`src/rtl/cpu_types_pkg.sv`:
```
// Shared types for the pipeline sequencing controller: register-number width,
// controller state encoding and the packed latch-control bundle.
package cpu_types_pkg;

    localparam int REG_W = 5;

    typedef logic [REG_W-1:0] regbits_t;

    typedef enum logic [1:0] {
        RUN     = 2'd0,
        MEMWAIT = 2'd1,
        DRAIN   = 2'd2,
        HALTED  = 2'd3
    } pipe_state_t;

    // Bit order matches the field order below, MSB first.
    typedef struct packed {
        logic pc_en;
        logic ifid_en;
        logic idex_en;
        logic exmem_en;
        logic memwb_en;
        logic ifid_flush;
        logic idex_flush;
        logic exmem_flush;
    } ctrl_t;

    localparam ctrl_t CTRL_IDLE     = 8'b00000_000;
    localparam ctrl_t CTRL_RUN      = 8'b11111_000;
    localparam ctrl_t CTRL_BRANCH   = 8'b11111_110;
    localparam ctrl_t CTRL_LOAD_USE = 8'b00111_010;
    localparam ctrl_t CTRL_FETCH_BB = 8'b01111_100;
    localparam ctrl_t CTRL_DRAIN    = 8'b01111_111;

endpackage

```
`src/rtl/pipeline_control_if.sv`:
```
// Latch-control bundle driven by pipeline_control: PC write enable plus the
// enable and flush lines of the four pipeline latches.
interface pipeline_control_if;

    logic pc_en;
    logic ifid_en;
    logic idex_en;
    logic exmem_en;
    logic memwb_en;
    logic ifid_flush;
    logic idex_flush;
    logic exmem_flush;

    modport ctrl (
        output pc_en, ifid_en, idex_en, exmem_en, memwb_en,
        output ifid_flush, idex_flush, exmem_flush
    );

    modport tb (
        input pc_en, ifid_en, idex_en, exmem_en, memwb_en,
        input ifid_flush, idex_flush, exmem_flush
    );

endinterface

```
`src/rtl/pipeline_control_hazard_unit.sv`:
```
// Load-use detector: a load in EX whose destination feeds the instruction in ID.
// Register 0 is hardwired to zero, so a load targeting it never creates a hazard.
module hazard_unit
    import cpu_types_pkg::*;
(
    input  logic     memRead_ex,
    input  regbits_t rt_ex,
    input  regbits_t rs_id,
    input  regbits_t rt_id,
    output logic     load_use
);

    // Pure compare of the EX load destination against both ID sources.
    always_comb begin
        load_use = memRead_ex && (rt_ex != {REG_W{1'b0}}) &&
                   ((rt_ex == rs_id) || (rt_ex == rt_id));
    end

endmodule

```
`src/rtl/pipeline_control.sv`:
```
// Five-stage pipeline sequencing controller: stalls on data misses, resolves
// branch / load-use / fetch-miss priority and drains the pipe on halt.
// Optional performance counters are built only when PIPE_PERF_EN is defined.
module pipeline_control
    import cpu_types_pkg::*;
#(
    parameter int DRAIN_CYCLES = 1
`ifdef PIPE_PERF_EN
    ,
    parameter int CNT_W = 32
`endif
) (
    input  logic     CLK,
    input  logic     nRST,
    input  logic     ihit,
    input  logic     dhit,
    input  logic     dREN_mem,
    input  logic     dWEN_mem,
    input  logic     halt_mem,
    input  logic     memRead_ex,
    input  regbits_t rt_ex,
    input  regbits_t rs_id,
    input  regbits_t rt_id,
    input  logic     branch_taken_ex,
    pipeline_control_if.ctrl ctl,
    output logic     halt_o
`ifdef PIPE_PERF_EN
    ,
    output logic [CNT_W-1:0] stall_cycles,
    output logic [CNT_W-1:0] flush_count
`endif
);

    localparam int DCW = (DRAIN_CYCLES > 1) ? $clog2(DRAIN_CYCLES) : 1;
    localparam logic [DCW-1:0] DRAIN_LOAD = DCW'(DRAIN_CYCLES - 1);

    pipe_state_t    state_q, state_d;
    logic [DCW-1:0] drain_cnt_q, drain_cnt_d;
    logic           halt_o_q, halt_o_d;
    logic           load_use_s;
    logic           mem_pend_s;
    ctrl_t          run_ctl_s;
    ctrl_t          ctl_s;
    ctrl_t          ctl_out_s;

    hazard_unit u_hazard (
        .memRead_ex (memRead_ex),
        .rt_ex      (rt_ex),
        .rs_id      (rs_id),
        .rt_id      (rt_id),
        .load_use   (load_use_s)
    );

    // Outstanding data access that has not completed this cycle.
    always_comb begin
        mem_pend_s = (dREN_mem || dWEN_mem) && !dhit;
    end

    // RUN-state priority decision with the data-access condition already cleared.
    always_comb begin
        run_ctl_s = CTRL_RUN;
        if (halt_mem) begin
            run_ctl_s = CTRL_DRAIN;
        end else if (branch_taken_ex) begin
            run_ctl_s = CTRL_BRANCH;
        end else if (load_use_s) begin
            run_ctl_s = CTRL_LOAD_USE;
        end else if (!ihit) begin
            run_ctl_s = CTRL_FETCH_BB;
        end else begin
            run_ctl_s = CTRL_RUN;
        end
    end

    // Next-state, drain counter and raw latch controls.
    always_comb begin
        state_d     = state_q;
        drain_cnt_d = drain_cnt_q;
        ctl_s       = CTRL_IDLE;
        case (state_q)
            RUN: begin
                if (mem_pend_s) begin
                    state_d = MEMWAIT;
                end else if (halt_mem) begin
                    ctl_s       = run_ctl_s;
                    state_d     = DRAIN;
                    drain_cnt_d = DRAIN_LOAD;
                end else begin
                    ctl_s   = run_ctl_s;
                    state_d = RUN;
                end
            end
            MEMWAIT: begin
                // Release cycle behaves exactly like RUN with the miss resolved.
                if (!dhit) begin
                    state_d = MEMWAIT;
                end else if (halt_mem) begin
                    ctl_s       = run_ctl_s;
                    state_d     = DRAIN;
                    drain_cnt_d = DRAIN_LOAD;
                end else begin
                    ctl_s   = run_ctl_s;
                    state_d = RUN;
                end
            end
            DRAIN: begin
                ctl_s = CTRL_DRAIN;
                if (drain_cnt_q == {DCW{1'b0}}) begin
                    state_d = HALTED;
                end else begin
                    drain_cnt_d = drain_cnt_q - DCW'(1);
                end
            end
            HALTED: begin
                state_d = HALTED;
            end
            default: begin
                state_d = RUN;
            end
        endcase
        halt_o_d = (state_q == HALTED);
    end

    // Reset forces every enable and flush low without waiting for a clock.
    always_comb begin
        if (nRST) begin
            ctl_out_s = ctl_s;
        end else begin
            ctl_out_s = CTRL_IDLE;
        end
    end

    assign ctl.pc_en       = ctl_out_s.pc_en;
    assign ctl.ifid_en     = ctl_out_s.ifid_en;
    assign ctl.idex_en     = ctl_out_s.idex_en;
    assign ctl.exmem_en    = ctl_out_s.exmem_en;
    assign ctl.memwb_en    = ctl_out_s.memwb_en;
    assign ctl.ifid_flush  = ctl_out_s.ifid_flush;
    assign ctl.idex_flush  = ctl_out_s.idex_flush;
    assign ctl.exmem_flush = ctl_out_s.exmem_flush;
    assign halt_o          = halt_o_q;

    // Controller state, drain counter and registered halt flag.
    always_ff @(posedge CLK or negedge nRST) begin
        if (!nRST) begin
            state_q     <= RUN;
            drain_cnt_q <= {DCW{1'b0}};
            halt_o_q    <= 1'b0;
        end else begin
            state_q     <= state_d;
            drain_cnt_q <= drain_cnt_d;
            halt_o_q    <= halt_o_d;
        end
    end

`ifdef PIPE_PERF_EN
    logic [CNT_W-1:0] stall_cycles_q, stall_cycles_d;
    logic [CNT_W-1:0] flush_count_q, flush_count_d;
    logic             stall_ev_s;
    logic             flush_ev_s;
    logic             run_eval_s;

    // Saturating event counters: a stall is any RUN/MEMWAIT cycle without a PC write,
    // a flush is a taken branch that actually wins arbitration.
    always_comb begin
        run_eval_s = ((state_q == RUN) && !mem_pend_s) || ((state_q == MEMWAIT) && dhit);
        stall_ev_s = ((state_q == RUN) || (state_q == MEMWAIT)) && !ctl_s.pc_en;
        flush_ev_s = run_eval_s && !halt_mem && branch_taken_ex;
        if (stall_ev_s && (stall_cycles_q != {CNT_W{1'b1}})) begin
            stall_cycles_d = stall_cycles_q + {{(CNT_W-1){1'b0}}, 1'b1};
        end else begin
            stall_cycles_d = stall_cycles_q;
        end
        if (flush_ev_s && (flush_count_q != {CNT_W{1'b1}})) begin
            flush_count_d = flush_count_q + {{(CNT_W-1){1'b0}}, 1'b1};
        end else begin
            flush_count_d = flush_count_q;
        end
    end

    // Performance counter registers.
    always_ff @(posedge CLK or negedge nRST) begin
        if (!nRST) begin
            stall_cycles_q <= {CNT_W{1'b0}};
            flush_count_q  <= {CNT_W{1'b0}};
        end else begin
            stall_cycles_q <= stall_cycles_d;
            flush_count_q  <= flush_count_d;
        end
    end

    assign stall_cycles = stall_cycles_q;
    assign flush_count  = flush_count_q;
`endif

endmodule
```
`src/flat_wrapper.sv`:
```
// flat-port wrapper written by rule: the top's interface ports become plain ports
module pipeline_control_flat import cpu_types_pkg::*;
#(
    parameter int DRAIN_CYCLES = 1

)
  (CLK, nRST, ihit, dhit, dREN_mem, dWEN_mem, halt_mem, memRead_ex, rt_ex, rs_id, rt_id, branch_taken_ex, halt_o, ctl_pc_en, ctl_ifid_en, ctl_idex_en, ctl_exmem_en, ctl_memwb_en, ctl_ifid_flush, ctl_idex_flush, ctl_exmem_flush);
  pipeline_control_if ctl_i ();
  input  logic CLK;
  input  logic nRST;
  input  logic ihit;
  input  logic dhit;
  input  logic dREN_mem;
  input  logic dWEN_mem;
  input  logic halt_mem;
  input  logic memRead_ex;
  input  regbits_t rt_ex;
  input  regbits_t rs_id;
  input  regbits_t rt_id;
  input  logic branch_taken_ex;
  output logic halt_o;
  output wire logic [$bits(ctl_i.pc_en)-1:0] ctl_pc_en;
  output wire logic [$bits(ctl_i.ifid_en)-1:0] ctl_ifid_en;
  output wire logic [$bits(ctl_i.idex_en)-1:0] ctl_idex_en;
  output wire logic [$bits(ctl_i.exmem_en)-1:0] ctl_exmem_en;
  output wire logic [$bits(ctl_i.memwb_en)-1:0] ctl_memwb_en;
  output wire logic [$bits(ctl_i.ifid_flush)-1:0] ctl_ifid_flush;
  output wire logic [$bits(ctl_i.idex_flush)-1:0] ctl_idex_flush;
  output wire logic [$bits(ctl_i.exmem_flush)-1:0] ctl_exmem_flush;
  assign ctl_pc_en = ctl_i.pc_en;
  assign ctl_ifid_en = ctl_i.ifid_en;
  assign ctl_idex_en = ctl_i.idex_en;
  assign ctl_exmem_en = ctl_i.exmem_en;
  assign ctl_memwb_en = ctl_i.memwb_en;
  assign ctl_ifid_flush = ctl_i.ifid_flush;
  assign ctl_idex_flush = ctl_i.idex_flush;
  assign ctl_exmem_flush = ctl_i.exmem_flush;
  pipeline_control #(.DRAIN_CYCLES(DRAIN_CYCLES)) u_core (.CLK(CLK), .nRST(nRST), .ihit(ihit), .dhit(dhit), .dREN_mem(dREN_mem), .dWEN_mem(dWEN_mem), .halt_mem(halt_mem), .memRead_ex(memRead_ex), .rt_ex(rt_ex), .rs_id(rs_id), .rt_id(rt_id), .branch_taken_ex(branch_taken_ex), .ctl(ctl_i), .halt_o(halt_o));
endmodule
```
`config.mk`:
```
export PLATFORM = sky130hd
export DESIGN_NAME = pipeline_control_flat
export DESIGN_NICKNAME = d
export VERILOG_FILES = /design/src/rtl/cpu_types_pkg.sv /design/src/rtl/pipeline_control_if.sv /design/src/rtl/pipeline_control_hazard_unit.sv /design/src/rtl/pipeline_control.sv /design/src/flat_wrapper.sv
export SDC_FILE = /design/constraint.sdc
export NUM_CORES = 1
export LEC_CHECK = 0
export CAP_MARGIN = 20
export CORE_AREA = 8 8 45 47
export DETAILED_ROUTE_END_ITERATION = 16
export DIE_AREA = 0 0 53 55
export DONT_BUFFER_PORTS = 1
export PLACE_DENSITY = 0.5
export SLEW_MARGIN = 10
export SYNTH_ARGS = -nofsm -noshare
export SYNTH_HDL_FRONTEND = slang
export SYNTH_HIERARCHICAL = 1
export SYNTH_SLANG_ARGS = --single-unit
```
`constraint.sdc`:
```
create_clock -name CLK -period 1.9 [get_ports CLK]
set_input_delay 0.285 -clock CLK [delete_from_list [all_inputs] [get_ports CLK]]
set_output_delay 0.285 -clock CLK [all_outputs]
set_load 0.1 [all_outputs]
```
==> results.tsv, run 1 <==
stage	metric	value	unit
global_route	initial antenna violation count	0	
finish	Antenna diodes	0	
setup_path	Worst Setup SP	rt_ex[1]	
logic_synthesis	post-synthesis cell area	358	µm²
placement	GP Congestion	0.743	
clock_network	Num CTS Buffers	3	
clock_network	Root Driver	clkbuf_4	
logic_synthesis	register bit total from synthesis	3	
floorplan	Initial Utilization	0.259	
logic_synthesis	Syn. warnings	6	
status	violated checks	setup timing	
power	clock power share	0.512	
floorplan	Die ar.	2920	µm²
placement	placed cell area	527	µm²
global_route	largest net degree at the start of global routing	6	
setup_path	Worst R2R Start	u_core/state_q[0]$_DFF_PN0_	
detailed_routing	WL per Instance	15.3	µm
global_route	gr ovfl total	0	
finish	share of cells above drive strength 1	0.509	
detailed_routing	vias per cell	4.90	
clock_network	clock tree buffer depth	2	
logic_synthesis	ys async rst share	1.00	
logic_synthesis	Avg Synthesized Cell Area	8.73	µm²
power	peak supply drop	0.182	mV
global_route	gr usage total	0.0787	
timing	RSZ-0062 raised after global routing	yes	
logic_synthesis	cells after synthesis	41	
logic_synthesis	synth unique cells	21	
finish	synthesis-to-layout area growth	63.3	%
setup_path	Worst EP required	1620	ps
logic_synthesis	number of synthesized flops with an enable pin	0	
clock_network	Skew-Pair Late Insertion Delay	230	ps
logic_synthesis	top post-synthesis cells by area	dfrtp_1 (21%), xor2_1 (15%), xnor2_1 (9.8%)	
floorplan	I/O Pins	33	
setup_path	crit-path max FO	3	
power	Int Power	0.000166	W
timing	min cycle time layout	1940	ps
hold_path	Worst Hold Launch	halt_mem	
detailed_routing	# DRC	0	
clock_network	CTS tree	yes	
floorplan	core area	1380	µm²
detailed_routing	Vias	338	
setup_path	R2R setup slack	930	ps
setup_path	Crit Path Category	in -> out	
hold_path	HP Class	in -> reg	
finish	Fill cells	149	
global_route	vias in the first global route	399	
timing	FMAX	515	MHz
finish	multi-input logic area	319	µm²
clock_network	number of post-CTS setup repair buffers	0	
power	sequential share of power	0.305	
placement	IO buf count	0	
power	combinational power share	0.184	
logic_synthesis	Seq/Total Area, Yosys	0.210	
logic_synthesis	count leader, synth	xor2_1	
power	leakage power	0.203	nW
power	Sw Ratio	0.214	
floorplan	row count	14	
clock_network	H-tree Lvls	1	
timing	Tcrit/Tclk final	1.02	
clock_network	CTS sink cnt	3	
timing	Final setup viols	1	
timing	slack of the critical path	-41.0	ps
timing	clock skew	2.40	ps
setup_path	worst reg2reg path depth	2	
finish	Post-layout nets	78	
setup_path	RR Endpoint	u_core/state_q[0]$_DFF_PN0_	
clock_network	clock transition at the registers of the reported paths	30	ps
flow_run	max capacitance violation total	0	
floorplan	width of the chip	53	µm
floorplan	Die H	55	µm
status	status	finished, violations left	
finish	fin area	584	µm²
placement	dpl hpwl	900	µm
global_route	global-route wire length before repair	1640	µm
timing	Worst-Margin Slew	398	ps
logic_synthesis	Synth top area share	0.210	
setup_path	crit path to	ctl_pc_en	
timing	final hold vios	0	
setup_path	Crit. End Element	output port	
timing	Max Slew Vio Count	0	
detailed_routing	Routed WL	1050	µm
logic_synthesis	Yosys top cell by area	dfrtp_1	
logic_synthesis	Mapped Nets	65	
detailed_routing	DRT iter0 DRCs	4	
logic_synthesis	Synth Flop Type	dfrtp_1	
timing	final hold slack	217	ps
detailed_routing	DRT Pass-1 Iters	4	
detailed_routing	Routed Antenna Nets	0	
setup_path	nature of the critical path startpoint	input port	
setup_path	CP arrival	1660	ps
power	power per cell area	361	nW/µm²
finish	FF+latch area	75.1	µm²
timing	Slew Limit Headroom	0.734	
logic_synthesis	Post-synth top cells	xor2_1 (6), nor3_1 (4), xnor2_1 (4), a21boi_1 (3), dfrtp_1 (3)	
power	Psw	0.0000451	W
[flip-flops by register name (all words and copies together) (netlist names)]
register        flops
u_core/halt_o       1
u_core/state_q      2
[power groups by stage]
stage / clock network, W / registers (W) / logic [W]
floorplan: 0 / 0.0000651 / 0.0000285
global placement: 0 / 0.0000651 / 0.0000332
detailed placement: 0 / 0.0000651 / 0.0000340
CTS: 0.000112 / 0.0000643 / 0.0000396
global route: 0.000116 / 0.0000643 / 0.0000436
finish: 0.000108 / 0.0000643 / 0.0000387
[metrics by stage]
step	TNS, ps	cells	setup WS (ps)	utilization	total power, W
after floorplan	-1570	41	-637	-	0.0000936
after global placement	-138	64	-72.2	0.381	0.0000983
final	-41.0	69	-41.0	0.422	0.000211
after detailed placement	-217	64	-115	0.381	0.0000990
after CTS	-67.3	69	-67.3	0.420	0.000216
after global routing	-129	69	-109	0.422	0.000224
[cells in the final DEF, fill, tap and decap left out, drive strengths merged]
cell type    netlist  layout
nor2               1       1
nor4b              1       1
dlygate4sd3        0       1
nand3              2       2
o31a               1       1
o21bai             1       1
nor2b              2       2
or2                1       1
a21oi              2       2
and2               1       1
dfrtp              3       3
inv                1       1
or4                1       1
xor2               6       6
nor3               5       5
buf                2       9
nand2b             1       1
o21ai              3       3
clkbuf             0       4
xnor2              4       4
a21boi             3       3
[worst min path at each step]
stage | to | slack (ps) | cells after the start
3_5_place_dp | u_core/halt_o$_DFF_PN0_ | -10 | 0
3_3_place_gp | u_core/halt_o$_DFF_PN0_ | -10 | 0
4_1_cts | u_core/state_q[1]$_DFF_PN0_ | 220 | 2
2_1_floorplan | u_core/halt_o$_DFF_PN0_ | -10 | 0
6_report | u_core/state_q[1]$_DFF_PN0_ | 220 | 2
5_1_grt | u_core/state_q[1]$_DFF_PN0_ | 230 | 2
[layout make-up]
cell class / instances / area share
multi-input combinational: 35 / 0.546
timing repair buffer: 10 / 0.240
sequential: 3 / 0.128
clock buffer: 4 / 0.0450
tap: 16 / 0.0343
inverter: 1 / 0.00642
[timing repair]
action	CTS	global route
endpoints found under the hold margin	3	0
resized for setup	5	2
pin swaps	2	1
setup endpoints to repair	4	4
hold buffers	1	0
[worst max-delay path: stages]
cell and delay (ps):
or4_4 510, o21ai_2 130, a21oi_2 60, inv_2 60
a21oi_2 60, nor4b_4 320, buf_12 210
[kinds of logic (layout without fill, tap and decap cells)]
kind of cell | count (synthesis) | after routing | share of synthesized area
AOI/OAI and AO/OA | 10 | 10 | 0.203
xor gates and xnor gates | 10 | 10 | 0.245
buffers and inverters | 3 | 15 | 0.0524
DFF | 3 | 3 | 0.210
and+or+nand+nor | 15 | 15 | 0.290
[per-layer routing]
metal	vias to the layer above	part of all wire	GRT usage
met5	-	0	0
met4	0	0	0.0517
met3	0	0.14	0.0561
met2	23	0.49	0.121
met1	149	0.36	0.0746
li1	166	-	-
No activity file was read; power rests on OpenSTA's default activity.
==> inputs of run 2 (changes only) <==
- ABC_AREA: not set -> 1
- PLACE_DENSITY: 0.5 -> 0.57
==> results.tsv, run 2 <==
stage	metric	value	unit
logic_synthesis	Synth Flop Type	dfrtp_1	
detailed_routing	DRT iter0 DRCs	3	
timing	setup TNS	0	ps
logic_synthesis	post-synthesis cell area	445	µm²
logic_synthesis	count leader, synth	nand2_1	
finish	Post-layout nets	120	
clock_network	Skew-Pair Late Insertion Delay	230	ps
power	power per cell area	344	nW/µm²
detailed_routing	Routed Antenna Nets	0	
logic_synthesis	cells after synthesis	85	
floorplan	Initial Utilization	0.322	
finish	most frequent cells in the layout	nand2_1 (26), inv_1 (14), nor2_1 (10), nor2_2 (5)	
floorplan	core area	1380	µm²
power	peak supply drop	0.342	mV
placement	GP Congestion	0.846	
global_route	gr ovfl total	0	
placement	dpl hpwl	1010	µm
finish	number of flip-flops in the largest register	2	
detailed_routing	# DRC	0	
detailed_routing	Routed WL	1150	µm
detailed_routing	DRT Pass-1 Iters	3	
logic_synthesis	number of synthesized flops with an enable pin	0	
detailed_routing	Vias	473	
setup_path	CP arrival	1490	ps
timing	min cycle time layout	1780	ps
global_route	gr usage total	0.0837	
logic_synthesis	top post-synthesis cells by area	nand2_1 (22%), dfrtp_1 (17%), inv_1 (13%)	
floorplan	Die H	55	µm
status	status	finished, final reports clean	
logic_synthesis	Post-synth top cells	nand2_1 (26), inv_1 (15), nor2_1 (15), inv_2 (4)	
setup_path	Largest stage delay, worst path	440	ps
hold_path	HP Class	in -> reg	
clock_network	CTS sink cnt	3	
setup_path	Crit path buffers/inverters	2	
detailed_routing	WL per Instance	10.4	µm
floorplan	row count	14	
clock_network	Root Driver	clkbuf_4	
timing	Max Slew Vio Count	0	
logic_synthesis	register bit total from synthesis	3	
finish	most flop-heavy register	u_core/state_q	
power	leakage power	0.333	nW
floorplan	I/O Pins	33	
setup_path	Worst EP required	1620	ps
setup_path	Crit Path Category	reg -> out	
logic_synthesis	Synth top area share	0.219	
timing	Tcrit/Tclk final	0.936	
finish	share of cells above drive strength 1	0.274	
logic_synthesis	Avg Synthesized Cell Area	5.24	µm²
global_route	global-route wire length before repair	1830	µm
global_route	vias in the first global route	459	
timing	final hold vios	0	
floorplan	Die ar.	2920	µm²
setup_path	CP max-delay cell	dfrtp_1	
setup_path	most used cell, CP	nand2_1	
logic_synthesis	Syn. warnings	6	
logic_synthesis	Yosys top cell by area	nand2_1	
placement	IO buf count	0	
global_route	largest net degree at the start of global routing	7	
clock_network	clock tree buffer depth	2	
setup_path	crit-path max FO	6	
logic_synthesis	synth unique cells	19	
setup_path	CP top delay family	flip-flops	
clock_network	CTS tree	yes	
setup_path	cell breakdown of the critical path	nor2_2, nand2_1, nand2_1, nand2_2, clkinvlp_4, buf_16	
timing	FMAX	562	MHz
flow_run	max capacitance violation total	0	
detailed_routing	vias per cell	4.26	
logic_synthesis	Mapped Nets	109	
global_route	initial antenna violation count	0	
setup_path	nature of the critical path startpoint	register	
finish	Antenna diodes	0	
timing	Slew Limit Headroom	0.799	
logic_synthesis	Seq/Total Area, Yosys	0.169	
floorplan	width of the chip	53	µm
finish	synthesis-to-layout area growth	42.7	%
power	Tot Pwr	0.000219	W
timing	Worst-Margin Slew	302	ps
clock_network	clock transition at the registers of the reported paths	40	ps
timing	clock skew	1.42	ps
timing	Final setup viols	0	
clock_network	Num CTS Buffers	3	
finish	commonest non-fill, non-tap cell in the layout	nand2_1	
clock_network	H-tree Lvls	1	
setup_path	Crit. End Element	output port	
clock_network	number of post-CTS setup repair buffers	0	
logic_synthesis	ys async rst share	1.00	
run 2: worst register-to-register path, delay by kind of cell (launching register included):
kind               cells  cell delay (ps)
DFF                    1              440
AOI/OAI and AO/OA      1              260
and+or+nand+nor        2              130
run 2: layout make-up:
cell class                 instances  area (µm²)
fill                             150         748
clock buffer                       4        26.3
sequential                         3        76.3
inverter                          19        75.1
multi-input combinational         61         305
tap                               16        20.0
timing repair buffer               8         133
run 2: final timing paths:
path                                             start                     endpoint  depth (start not counted)  slack [ps]
max                        u_core/state_q[0]$_DFF_PN0_                 ctl_memwb_en                          6         120
min reg2reg                u_core/state_q[1]$_DFF_PN0_      u_core/halt_o$_DFF_PN0_                          2         570
max reg2reg                u_core/state_q[0]$_DFF_PN0_  u_core/state_q[0]$_DFF_PN0_                          3         960
min in group asynchronous                         nRST  u_core/state_q[0]$_DFF_PN0_                          1         320
min                                           halt_mem  u_core/state_q[1]$_DFF_PN0_                          2         270
max in group asynchronous                         nRST  u_core/state_q[1]$_DFF_PN0_                          1        1410
run 2: layer usage:
metal / track usage / wire, µm / vias to the layer above
li1: - / - / 270
met1: 0.0854 / 431 / 192
met2: 0.145 / 601 / 11
met3: 0.0294 / 117 / 0
met4: 0.0517 / 0 / 0
met5: 0 / 0 / -
run 2: repair_timing:
item                                    CTS  global route
endpoints found under the setup margin    0             3
endpoints found under the hold margin     3             0
hold buffers                              1             0
gates resized for setup                   0             3
run 2: logic make-up (layout without fill, tap and decap cells):
logic type,Yosys count,in the layout,share of synthesized area
and+or+nand+nor,49,49,0.452
buffers and inverters,21,31,0.194
AOI/OAI and AO/OA,9,9,0.126
xor gates and xnor gates,3,3,0.0590
DFF,3,3,0.169
run 2: metrics by stage:
| step | cell area [µm²] | setup slack [ps] | utilization | hold slack [ps] | instances |
|---|---|---|---|---|---|
| global route | 636 | -8.05 | 0.459 | 304 | 111 |
| finish | 636 | 121 | 0.459 | 267 | 111 |
| global placement | 588 | 316 | 0.425 | -10.3 | 106 |
| floorplan | 468 | -26.6 | - | -10.6 | 85 |
| CTS | 624 | 68.9 | 0.451 | 264 | 111 |
| detailed placement | 588 | 296 | 0.425 | -10.3 | 106 |
run 2: where the power goes:
group | leakage, nW | switching, W | internal, W
clock | 0.0150 | 0.0000317 | 0.0000786
sequential | 0.0259 | 0.000000000312 | 0.0000642
combinational | 0.292 | 0.0000234 | 0.0000208
total | 0.333 | 0.0000550 | 0.000164
